### config.mk
export PLATFORM = sky130hd
export DESIGN_NAME = apb_register_slave
export DESIGN_NICKNAME = d
export VERILOG_FILES = /design/src/rtl/apb_pkg.sv /design/src/rtl/apb_reg_bank.sv /design/src/rtl/apb_register_slave.sv
export SDC_FILE = /design/constraint.sdc
export NUM_CORES = 1
export LEC_CHECK = 0
export BUFFER_PORTS_ARGS = -buffer_cell sky130_fd_sc_hd__buf_2
export CAP_MARGIN = 5
export CORE_UTILIZATION = 67
export CTS_BUF_LIST = sky130_fd_sc_hd__clkbuf_4
export CTS_CLUSTER_DIAMETER = 100
export DETAILED_ROUTE_END_ITERATION = 7
export PLACE_DENSITY = 0.87
export REMOVE_ABC_BUFFERS = 1
export SYNTH_ARGS = -nofsm -noshare
export SYNTH_HDL_FRONTEND = slang
export SYNTH_HIERARCHICAL = 1
export SYNTH_SLANG_ARGS = --single-unit
### constraint.sdc
create_clock -name i_pclk -period 3.8 [get_ports i_pclk]
set_input_delay 0.95 -clock i_pclk [delete_from_list [all_inputs] [get_ports i_pclk]]
set_output_delay 0.95 -clock i_pclk [all_outputs]
set_load 0.02 [all_outputs]
### src/rtl/apb_pkg.sv
// Shared APB slave definitions: FSM state encoding and address-alignment constants.
package apb_pkg;

  typedef enum logic [1:0] {
    IDLE     = 2'd0,
    ACCESS   = 2'd1,
    COMPLETE = 2'd2
  } apb_state_e;

  // Word registers are addressed on 4-byte boundaries.
  localparam int unsigned ADDR_ALIGN_BITS = 2;

  // Wide enough for the largest supported wait-state count (15).
  localparam int unsigned WAIT_CNT_W = 4;

endpackage

### src/rtl/apb_reg_bank.sv
// Word register bank behind the APB slave: read-only ID at index 0, read/write
// storage at 1..REG_COUNT-1, plus combinational address/access error decode.
module apb_reg_bank
  import apb_pkg::*;
#(
  parameter int unsigned           DATA_WIDTH = 32,
  parameter int unsigned           ADDR_WIDTH = 32,
  parameter int unsigned           REG_COUNT  = 8,
  parameter logic [DATA_WIDTH-1:0] ID_VALUE   = DATA_WIDTH'(32'hA5B0_0001)
) (
  input  logic                  i_clk,
  input  logic                  i_rstn,
  input  logic [ADDR_WIDTH-1:0] i_addr,
  input  logic                  i_write,
  input  logic                  i_we,
  input  logic [DATA_WIDTH-1:0] i_wdata,
  output logic [DATA_WIDTH-1:0] o_rdata_c,
  output logic                  o_err_c
);

  localparam int unsigned IDX_W = ADDR_WIDTH - ADDR_ALIGN_BITS;

  logic [IDX_W-1:0]      idx;
  logic [DATA_WIDTH-1:0] regs_q [1:REG_COUNT-1];

  assign idx = i_addr[ADDR_WIDTH-1:ADDR_ALIGN_BITS];

  // Misaligned, out of range, or an attempt to overwrite the ID register.
  assign o_err_c = (i_addr[ADDR_ALIGN_BITS-1:0] != '0) ||
                   (idx >= IDX_W'(REG_COUNT)) ||
                   (i_write && (idx == '0));

  // Read mux; erroneous accesses return zero.
  always_comb begin
    o_rdata_c = '0;
    if (!o_err_c) begin
      if (idx == '0) begin
        o_rdata_c = ID_VALUE;
      end
      for (int i = 1; i < int'(REG_COUNT); i++) begin
        if (idx == IDX_W'(i)) begin
          o_rdata_c = regs_q[i];
        end
      end
    end
  end

  // Storage; writes are dropped when the decode flags an error.
  always_ff @(posedge i_clk or negedge i_rstn) begin
    if (!i_rstn) begin
      for (int i = 1; i < int'(REG_COUNT); i++) begin
        regs_q[i] <= '0;
      end
    end else if (i_we && !o_err_c) begin
      for (int i = 1; i < int'(REG_COUNT); i++) begin
        if (idx == IDX_W'(i)) begin
          regs_q[i] <= i_wdata;
        end
      end
    end
  end

endmodule

### src/rtl/apb_register_slave.sv
// APB register slave: IDLE/ACCESS/COMPLETE transfer FSM with registered outputs.
// Wait-state counter is present only when APB_SLAVE_WAIT_EN is defined.
module apb_register_slave
  import apb_pkg::*;
#(
  parameter int unsigned           DATA_WIDTH  = 32,
  parameter int unsigned           ADDR_WIDTH  = 32,
  parameter int unsigned           REG_COUNT   = 8,
  parameter int unsigned           WAIT_CYCLES = 2,
  parameter logic [DATA_WIDTH-1:0] ID_VALUE    = DATA_WIDTH'(32'hA5B0_0001)
) (
  input  logic                  i_pclk,
  input  logic                  i_prstn,
  input  logic [ADDR_WIDTH-1:0] i_paddr,
  input  logic                  i_pwrite,
  input  logic                  i_psel,
  input  logic                  i_penable,
  input  logic [DATA_WIDTH-1:0] i_pwdata,
  output logic [DATA_WIDTH-1:0] o_prdata,
  output logic                  o_pready,
  output logic                  o_pslverr
);

  if ((WAIT_CYCLES > 15) || (REG_COUNT < 2) || (REG_COUNT > 256)) begin : g_param_check
    $error("apb_register_slave: WAIT_CYCLES or REG_COUNT out of range");
  end

  apb_state_e            state_q, state_d;
  logic [ADDR_WIDTH-1:0] addr_q, addr_d;
  logic                  write_q, write_d;
  logic [DATA_WIDTH-1:0] wdata_q, wdata_d;
  logic                  pready_d, pslverr_d;
  logic [DATA_WIDTH-1:0] prdata_d;
  logic                  reg_we_c;
  logic                  bank_err_c;
  logic [DATA_WIDTH-1:0] bank_rdata_c;
  logic                  cnt_zero_c;

`ifdef APB_SLAVE_WAIT_EN
  logic [WAIT_CNT_W-1:0] cnt_q, cnt_d;
  assign cnt_zero_c = (cnt_q == '0);
`else
  assign cnt_zero_c = 1'b1;
`endif

  apb_reg_bank #(
    .DATA_WIDTH (DATA_WIDTH),
    .ADDR_WIDTH (ADDR_WIDTH),
    .REG_COUNT  (REG_COUNT),
    .ID_VALUE   (ID_VALUE)
  ) u_bank (
    .i_clk     (i_pclk),
    .i_rstn    (i_prstn),
    .i_addr    (addr_q),
    .i_write   (write_q),
    .i_we      (reg_we_c),
    .i_wdata   (wdata_q),
    .o_rdata_c (bank_rdata_c),
    .o_err_c   (bank_err_c)
  );

  // Next-state and output decode.
  always_comb begin
    state_d   = state_q;
    addr_d    = addr_q;
    write_d   = write_q;
    wdata_d   = wdata_q;
    pready_d  = 1'b0;
    pslverr_d = 1'b0;
    prdata_d  = o_prdata;
    reg_we_c  = 1'b0;
`ifdef APB_SLAVE_WAIT_EN
    cnt_d     = cnt_q;
`endif
    unique case (state_q)
      IDLE: begin
        if (i_psel && !i_penable) begin
          addr_d  = i_paddr;
          write_d = i_pwrite;
          wdata_d = i_pwdata;
`ifdef APB_SLAVE_WAIT_EN
          cnt_d   = WAIT_CNT_W'(WAIT_CYCLES);
`endif
          state_d = ACCESS;
        end
      end
      ACCESS: begin
        if (!i_psel) begin
          state_d = IDLE;
        end else if (i_penable) begin
          if (cnt_zero_c) begin
            pready_d  = 1'b1;
            pslverr_d = bank_err_c;
            reg_we_c  = write_q;
            if (!write_q) begin
              prdata_d = bank_rdata_c;
            end
            state_d = COMPLETE;
          end
`ifdef APB_SLAVE_WAIT_EN
          else begin
            cnt_d = cnt_q - WAIT_CNT_W'(1);
          end
`endif
        end
      end
      COMPLETE: begin
        state_d = IDLE;
      end
      default: begin
        state_d = IDLE;
      end
    endcase
  end

  // State, transfer latches and registered bus outputs.
  always_ff @(posedge i_pclk or negedge i_prstn) begin
    if (!i_prstn) begin
      state_q   <= IDLE;
      addr_q    <= '0;
      write_q   <= 1'b0;
      wdata_q   <= '0;
      o_pready  <= 1'b0;
      o_pslverr <= 1'b0;
      o_prdata  <= '0;
`ifdef APB_SLAVE_WAIT_EN
      cnt_q     <= '0;
`endif
    end else begin
      state_q   <= state_d;
      addr_q    <= addr_d;
      write_q   <= write_d;
      wdata_q   <= wdata_d;
      o_pready  <= pready_d;
      o_pslverr <= pslverr_d;
      o_prdata  <= prdata_d;
`ifdef APB_SLAVE_WAIT_EN
      cnt_q     <= cnt_d;
`endif
    end
  end

endmodule
==> out/summary.md, run 1 <==
The fill cell total of the finished layout was 1246. The final count of negative-setup-slack endpoints came out at 0. The required time of the critical path is 4360 ps. The run gives 515 as the number of violations reported at the end of detailed-routing iteration 0. The average instance area after synthesis is 15.2 µm², and the count of final hold-check violations is 0. The relative area change from synthesis to final layout works out to 11.8%.

The worst setup slack after placement is 790 ps. Traced cell by cell, the critical path runs through or2_2 > o21ai_0 > nor3_4 > buf_4 > inv_2 > buf_4 > nor2_1 > mux2_4. For this run, the slowest stage of the critical path takes 700 ps.

For the worst setup path, the data arrival time is 3290 ps. Setup repair after global routing left no endpoint under its margin. STA classifies the critical path startpoint as a flop. In the post-synthesis netlist, the cell with the most instances is sky130_fd_sc_hd__dfrtp_1.

In this run the count of I/O pins placed on the die edge is 103. The vertical die dimension came out at 149 µm. The tools report the post-cts resize count as 0.

The run gives 8140 µm² as the area taken by flip-flops and latches. The worst-path cell with the longest stage delay is sky130_fd_sc_hd__dfrtp_4. The first TritonRoute pass finished after 5 iterations.

The detail route stage leaves a number of antenna-violating nets equal to 0. Routability-driven placement finished with a final weighted congestion of 0.763. The critical path is of the flop to flop type. The highest fanout seen on the critical path came out at 37. The synthesized design contains 325 register bits.

Global routing used 28.2% of the available tracks across all layers. In the routed design, unresolved DRC markers number 0. In the post-synthesis netlist, the biggest area contributors are sky130_fd_sc_hd__dfrtp_1, sky130_fd_sc_hd__mux2_2, sky130_fd_sc_hd__mux2_1, sky130_fd_sc_hd__mux4_2, sky130_fd_sc_hd__mux2_4. The synthesized netlist occupies a cell area of 14400 µm². The count of buffers added on input and output ports is 102. The clock transition at the registers of the reported paths was 70 ps; the count of pins over their slew limit was 0. The fraction of the yosys area taken by sequential cells is 56.5%, and the power density over the cells is 458 nW/µm². The initial antenna violation count came out at 1. The run gives 47.7 ps as the final clock skew. The share of the cycle needed by the critical path after routing is 71.9%. The tools report the clock root buffer as sky130_fd_sc_hd__clkbuf_4. The overall power consumption is 7.37 mW. The flow ran to the end, and the final reports show no timing, DRC or antenna violations.

The highest achievable clock rate is 366 MHz, and the final critical delay including setup and external delays is 2730 ps. The die covers 22100 µm². Synthesis handed over a netlist of 950 instances. The final route contains 8588 vias. For the area after detailed placement, the log shows 15100 µm². Measured along the x axis, the die boundary spans 149 µm. The primary flip-flop cell chosen by synthesis mapping is sky130_fd_sc_hd__dfrtp_1. IR analysis of the VDD net gives a maximum drop of 0.333 mV. The cell class contributing the biggest share of worst-path delay is buffers and inverters. The netlist uses 46 different library cells. Number of enable-type register cells in the synthesized netlist: 0. STA classifies the critical path endpoint as a flop. Summed over all layers, the global routing overflow is 0. At the pin with the least slew margin, the transition time is 873 ps.

Counting along the longest clock path gives a buffer depth of 3. Worst hold slack: 264 ps. For this run, the number of Yosys warnings is 6.

The worst hold path belongs to the class input port to async pin. Buffers inserted to repair hold after CTS numbered 0. The number of clock buffers added by TritonCTS is 82. The post-layout instance area is 16100 µm². In the synthesized netlist, the cells that appear most often are sky130_fd_sc_hd__dfrtp_1, sky130_fd_sc_hd__mux2_2, sky130_fd_sc_hd__mux2_1. The wire length reported by the detailed router is 29200 µm.

The first global-routing pass estimated 48100 µm of wire. Among the stages of the critical path, the cell type that occurs most often is sky130_fd_sc_hd__buf_4. Measured against its own limit, the worst slew margin works out to 41.8%.

The tools report the detailed placer's ending HPWL as 17700 µm. After layout, the worst setup slack is 1070 ps. Summing all multi-input logic gate instances after layout gives 5860 µm².

The clock latency on the worst-skew pair was 710 ps. The count of buffers added by post-CTS timing repair for setup was 0; the area share of the leading cell type in the synthesized netlist was 56.5%. The clock tree synthesis step divided the H-tree into 3 levels.

For the area inside the core boundary, the log shows 21000 µm². The synthesized design spends more area on one cell type than any other, namely sky130_fd_sc_hd__dfrtp_1. The number of buffer and inverter instances along the worst setup path was 3. TritonCTS built the clock tree. The via count of the first global-routing pass was 9311; the placement row count was 53.

The tool flagged a number of max-cap violations equal to 0. The post-route netlist has 44.0% of its cells at a drive strength greater than 1. The initial utilization of the core area, before any placement, comes to 68.5%. After synthesis, the share of flip-flops with an asynchronous set or reset is 100%. Using the TritonRoute via totals, the vias-per-cell ratio works out to 6.05. In this run the static leakage power is 8.20 nW. Dividing the detail-routed wire length by the instance count gives 20.6 µm. CTS saw 325 sinks. After the last flow step, the layout net total stands at 1168. Pin count of the biggest net entering global routing: 91.
## metal layers
metal	track usage [%]	up-vias	wire length (µm)
li1	-	3835	-
met1	37.2	4496	12500
met2	46.7	198	15000
met3	5.03	59	1070
met4	11.2	0	662
met5	0	-	0
## state kept, by name, indices dropped and copies added (netlist names)
| register | flops |
|---|---|
| write_q | 1 |
| o_pslverr | 1 |
| state_q | 2 |
| o_pready | 1 |
| addr_q | 32 |
| wdata_q | 32 |
| o_prdata | 32 |
| u_bank/regs_q | 224 |
## area by class of cell
cell class | count | area share (%)
multi-input combinational | 558 | 36.4
inverter | 3 | 0.0699
clock inverter | 7 | 0.350
timing repair buffer | 129 | 4.80
sequential | 325 | 50.6
antenna | 1 | 0.0155
clock buffer | 121 | 5.64
tap | 275 | 2.14
## path summary, 6_finish.rpt
path                                              from                        endpoint  slack (ps)  cells after the start
worst max-delay path             addr_q[2]$_DFFE_PN0P_        o_prdata[28]$_DFFE_PN0P_        1070                      8
worst min-delay path                           i_prstn          addr_q[16]$_DFFE_PN0P_         260                      1
worst max register to register   addr_q[2]$_DFFE_PN0P_        o_prdata[28]$_DFFE_PN0P_        1070                      8
worst min register to register  state_q[1]$_DFFE_PN0P_          state_q[0]$_DFFE_PN0P_         450                      1
max in group asynchronous                      i_prstn  u_bank/regs_q[126]$_DFFE_PN0P_        2610                      2
min in group i_pclk             state_q[1]$_DFFE_PN0P_          state_q[0]$_DFFE_PN0P_         450                      1
## where the power goes
part           total, mW  switching (mW)  internal, mW
clock network       2.82            1.32          1.50
registers           3.85           0.249          3.60
logic              0.699           0.386         0.313
total               7.37            1.96          5.41
## layout by cell type (no fill, tap or decap), types with 2 or more instances in the layout
| cell | netlist | routed |
|---|---|---|
| sky130_fd_sc_hd__buf_12 | 3 | 4 |
| sky130_fd_sc_hd__nor3_4 | 1 | 4 |
| sky130_fd_sc_hd__inv_2 | 1 | 4 |
| sky130_fd_sc_hd__mux2_2 | 172 | 172 |
| sky130_fd_sc_hd__o21ai_0 | 11 | 11 |
| sky130_fd_sc_hd__buf_4 | 12 | 23 |
| sky130_fd_sc_hd__nand4b_1 | 2 | 2 |
| sky130_fd_sc_hd__o221ai_1 | 8 | 8 |
| sky130_fd_sc_hd__inv_1 | 2 | 2 |
| sky130_fd_sc_hd__mux2_4 | 30 | 30 |
| sky130_fd_sc_hd__buf_2 | 18 | 101 |
| sky130_fd_sc_hd__nand2_1 | 3 | 3 |
| sky130_fd_sc_hd__and2_2 | 2 | 2 |
| sky130_fd_sc_hd__a21oi_1 | 45 | 45 |
| sky130_fd_sc_hd__nor2_1 | 26 | 26 |
| sky130_fd_sc_hd__nand2b_1 | 4 | 4 |
| sky130_fd_sc_hd__nor4_4 | 4 | 4 |
| sky130_fd_sc_hd__mux2_1 | 130 | 130 |
| sky130_fd_sc_hd__clkbuf_4 | 0 | 121 |
| sky130_fd_sc_hd__nor4_2 | 3 | 3 |
| sky130_fd_sc_hd__o2bb2ai_1 | 8 | 8 |
| sky130_fd_sc_hd__mux4_2 | 21 | 21 |
| sky130_fd_sc_hd__nor4_1 | 3 | 3 |
| sky130_fd_sc_hd__o211a_1 | 8 | 8 |
| sky130_fd_sc_hd__dfrtp_4 | 0 | 2 |
| sky130_fd_sc_hd__clkinv_1 | 0 | 2 |
| sky130_fd_sc_hd__mux2i_1 | 32 | 32 |
| sky130_fd_sc_hd__nand3_1 | 3 | 3 |
| sky130_fd_sc_hd__a211oi_1 | 23 | 23 |
| sky130_fd_sc_hd__o22ai_1 | 2 | 2 |
| sky130_fd_sc_hd__dfrtp_1 | 325 | 322 |
## per-stage QoR
stage | setup TNS (ps) | utilization (%) | instances
final | 0 | 76.6 | 1419
after floorplan | -170260 | - | 886
after global routing | 0 | 76.6 | 1419
after global placement | 0 | 72.0 | 1290
after detailed placement | 0 | 72.0 | 1290
after CTS | 0 | 76.6 | 1418
## cell families after synthesis
family                 Yosys count  share of synthesized area [%]
muxes                          385                           32.3
DFF                            325                           56.5
AOI/OAI and AO/OA              108                           4.95
buffers and inverters           67                           2.92
and+or+nand+nor                 65                           3.36
(Power assumes the default switching activity.)
==> run 2: changes to the inputs <==
Settings changed: CORE_UTILIZATION 67 to 57, PLACE_DENSITY 0.87 to 0.79.
Clock period 3.8 ns to 2.45 ns, I/O delays scaled along.
==> out/summary.md, run 2 (same netlist as run 1, synthesis figures left out) <==
The number of vias after detailed routing was 8629. The register name with the most flops was u_bank/regs_q. Setup repair after global routing left no endpoint under its margin.

The H-tree was split into 3 levels. The tree is rooted in a sky130_fd_sc_hd__clkbuf_4. After clock tree synthesis, the clock-pin slew on the worst setup and hold paths is 60 ps. Adding up every negative setup slack in the final design gives 0 ps. In this run the remaining antenna-violating nets after routing total 0. For this configuration, the core starts out at a cell density of 58.7%. The relative area change from synthesis to final layout came out at 14.5%. In the layout the commonest cells are sky130_fd_sc_hd__dfrtp_1, sky130_fd_sc_hd__mux2_2, sky130_fd_sc_hd__mux2_1.

The tools report the overall power consumption as 11.4 mW. The vertical die dimension works out to 161 µm. The run gives 24500 µm² as the area inside the core boundary.

Placement row count: 57. The layout cell share with drive strength beyond 1 is 45.0%. STA classifies the critical path endpoint as a flop. The remaining routing DRC violations was 0. Classification of the worst setup path: flop to flop. The utilization of the core after routing came out at 67.2%. The overall fraction of global-route tracks in use is 23.7%.

The worst hold slack was 148 ps; the final clock skew was 29.5 ps. Highest fanout seen on the critical path: 13. The via density per instance was 5.78. The logs give 2980 ps for the required time of the critical path and 84 for the number of buffers created by CTS.

The run finished with clean final reports. Max-cap violations in this run came to 0. The run gives 71 as the pin count of the biggest net entering global routing.

The standby leakage power came out at 8.36 nW. IR analysis of the VDD net gives a maximum drop of 0.443 mV. Clock latency on the worst-skew pair: 680 ps. The share of the cycle needed by the critical path after routing was 94.3%; the via count of the first global-routing pass was 9346.

Fill cells in the final layout number 1729. TritonCTS built the clock tree. The run gives 66.7% as the tightest slew margin relative to the limit. For this design the ratio of total power to cell area is 691 nW/µm². The flip-flop count of the largest register after layout is 224.

Die footprint: 25900 µm². During I/O placement, the number of pins put on the boundary was 103. The logs give 1 for the initial antenna violation count and 0 for the count of final hold-check violations.

The aggregate global routing overflow came out at 0. The nature of the critical path startpoint was a flop. At the end of the flow, the number of nets in the layout was 1189. After clock tree synthesis, the repair step resized 0 gates.

The worst register-to-register path begins at addr_q[25]$_DFFE_PN0P_. For this run, the detailed router's first-pass iteration total came to 4. At the pin with the least slew margin, the transition time is 500 ps. Leaving out fill and tap cells, the most frequent cell in the layout is sky130_fd_sc_hd__dfrtp_1. The routed design has 28900 µm of wire.

The tools report the startpoint of the most critical setup path as addr_q[25]$_DFFE_PN0P_. Data arrives at the worst endpoint at 2840 ps. The count of pins over their slew limit came out at 0.

Setup violations remaining at the end of the flow were counted as 0. In the final routed layout, each cell accounts on average for 19.4 µm. The clock net in this run drives a total of 325 sinks. Chip width: 161 µm. The detailed placer's ending HPWL was 18000 µm. The final critical delay including setup and external delays was 2310 ps; the highest achievable clock rate was 433 MHz. The tools report the worst min-delay path startpoint as i_penable. The path class of the tightest hold or removal check is input port to flop. For the number of violations reported at the end of detailed-routing iteration 0, the log shows 422.

The congestion estimate from routability-driven global placement came to 0.742. The clock passes through at most 3 buffers. The total of buffers placed on input and output ports is 102, and the wire length of the first global-routing pass is 48100 µm.
[run 2: cell count changes in the layout (fill, tap and decap cells not counted)]
cell / before / now
sky130_fd_sc_hd__clkinv_1: 2 / 4
sky130_fd_sc_hd__clkinv_2: 0 / 1
sky130_fd_sc_hd__buf_4: 23 / 28
sky130_fd_sc_hd__bufinv_16: 1 / 0
sky130_fd_sc_hd__dlygate4sd3_1: 0 / 1
sky130_fd_sc_hd__clkbuf_4: 121 / 124
sky130_fd_sc_hd__clkinvlp_4: 1 / 0
sky130_fd_sc_hd__buf_12: 4 / 17
sky130_fd_sc_hd__inv_2: 4 / 7
[run 2: path summary, 6_finish.rpt]
check                                           endpoint  slack, ps  cells past startpoint
max reg2reg                u_bank/regs_q[20]$_DFFE_PN0P_        140                      6
min reg2reg                       state_q[0]$_DFFE_PN0P_        470                      1
max                        u_bank/regs_q[20]$_DFFE_PN0P_        140                      6
min in group asynchronous  u_bank/regs_q[75]$_DFFE_PN0P_        480                      2
max in group asynchronous         addr_q[24]$_DFFE_PN0P_       1280                      3
min                               state_q[0]$_DFFE_PN0P_        150                      2
[run 2: area by class of cell]
cell class                 instances  area [µm²]  share of cell area, %
tap                              324         405                   2.46
sequential                       325        8140                   49.4
clock buffer                     124         931                   5.65
inverter                           3        11.3                 0.0683
clock inverter                    11        42.5                  0.258
multi-input combinational        558        5860                   35.6
antenna                            1        2.50                 0.0152
timing repair buffer             148        1080                   6.56
[run 2: timing repair]
action,CTS,global route
hold buffers,1,0
endpoints found under the hold margin,53,0
setup buffers,0,2
endpoints found under the setup margin,0,53
[run 2: critical path, cell delays in order (launching register included)]
cell and delay (ps):
sky130_fd_sc_hd__dfrtp_1 380, sky130_fd_sc_hd__nor4_2 420, sky130_fd_sc_hd__nand4_4 140, sky130_fd_sc_hd__buf_12 190, sky130_fd_sc_hd__nor4_4 340, sky130_fd_sc_hd__buf_4 340, sky130_fd_sc_hd__mux2_1 360
[run 2: per-stage QoR]
step	instance area (µm²)	worst slack (ps)	std cells
final	16500	140	1494
after global routing	16500	25.1	1494
after CTS	16400	8.62	1491
after detailed placement	15500	-13.9	1355
after global placement	15500	25.7	1355
after floorplan	14000	-2510	886
[run 2: report_power, final]
group	internal, mW	switching (mW)
registers	5.58	0.312
logic	0.524	0.669
clock network	2.28	2.02
[run 2: per-layer routing]
metal	track usage, %	routed length [µm]	vias up	share of wire, %
met5	0	0	-	0
met4	9.95	640	0	2.2
met3	4.11	1080	51	3.7
met2	38.3	14300	165	50
met1	31.8	12900	4523	44
li1	-	-	3890	-
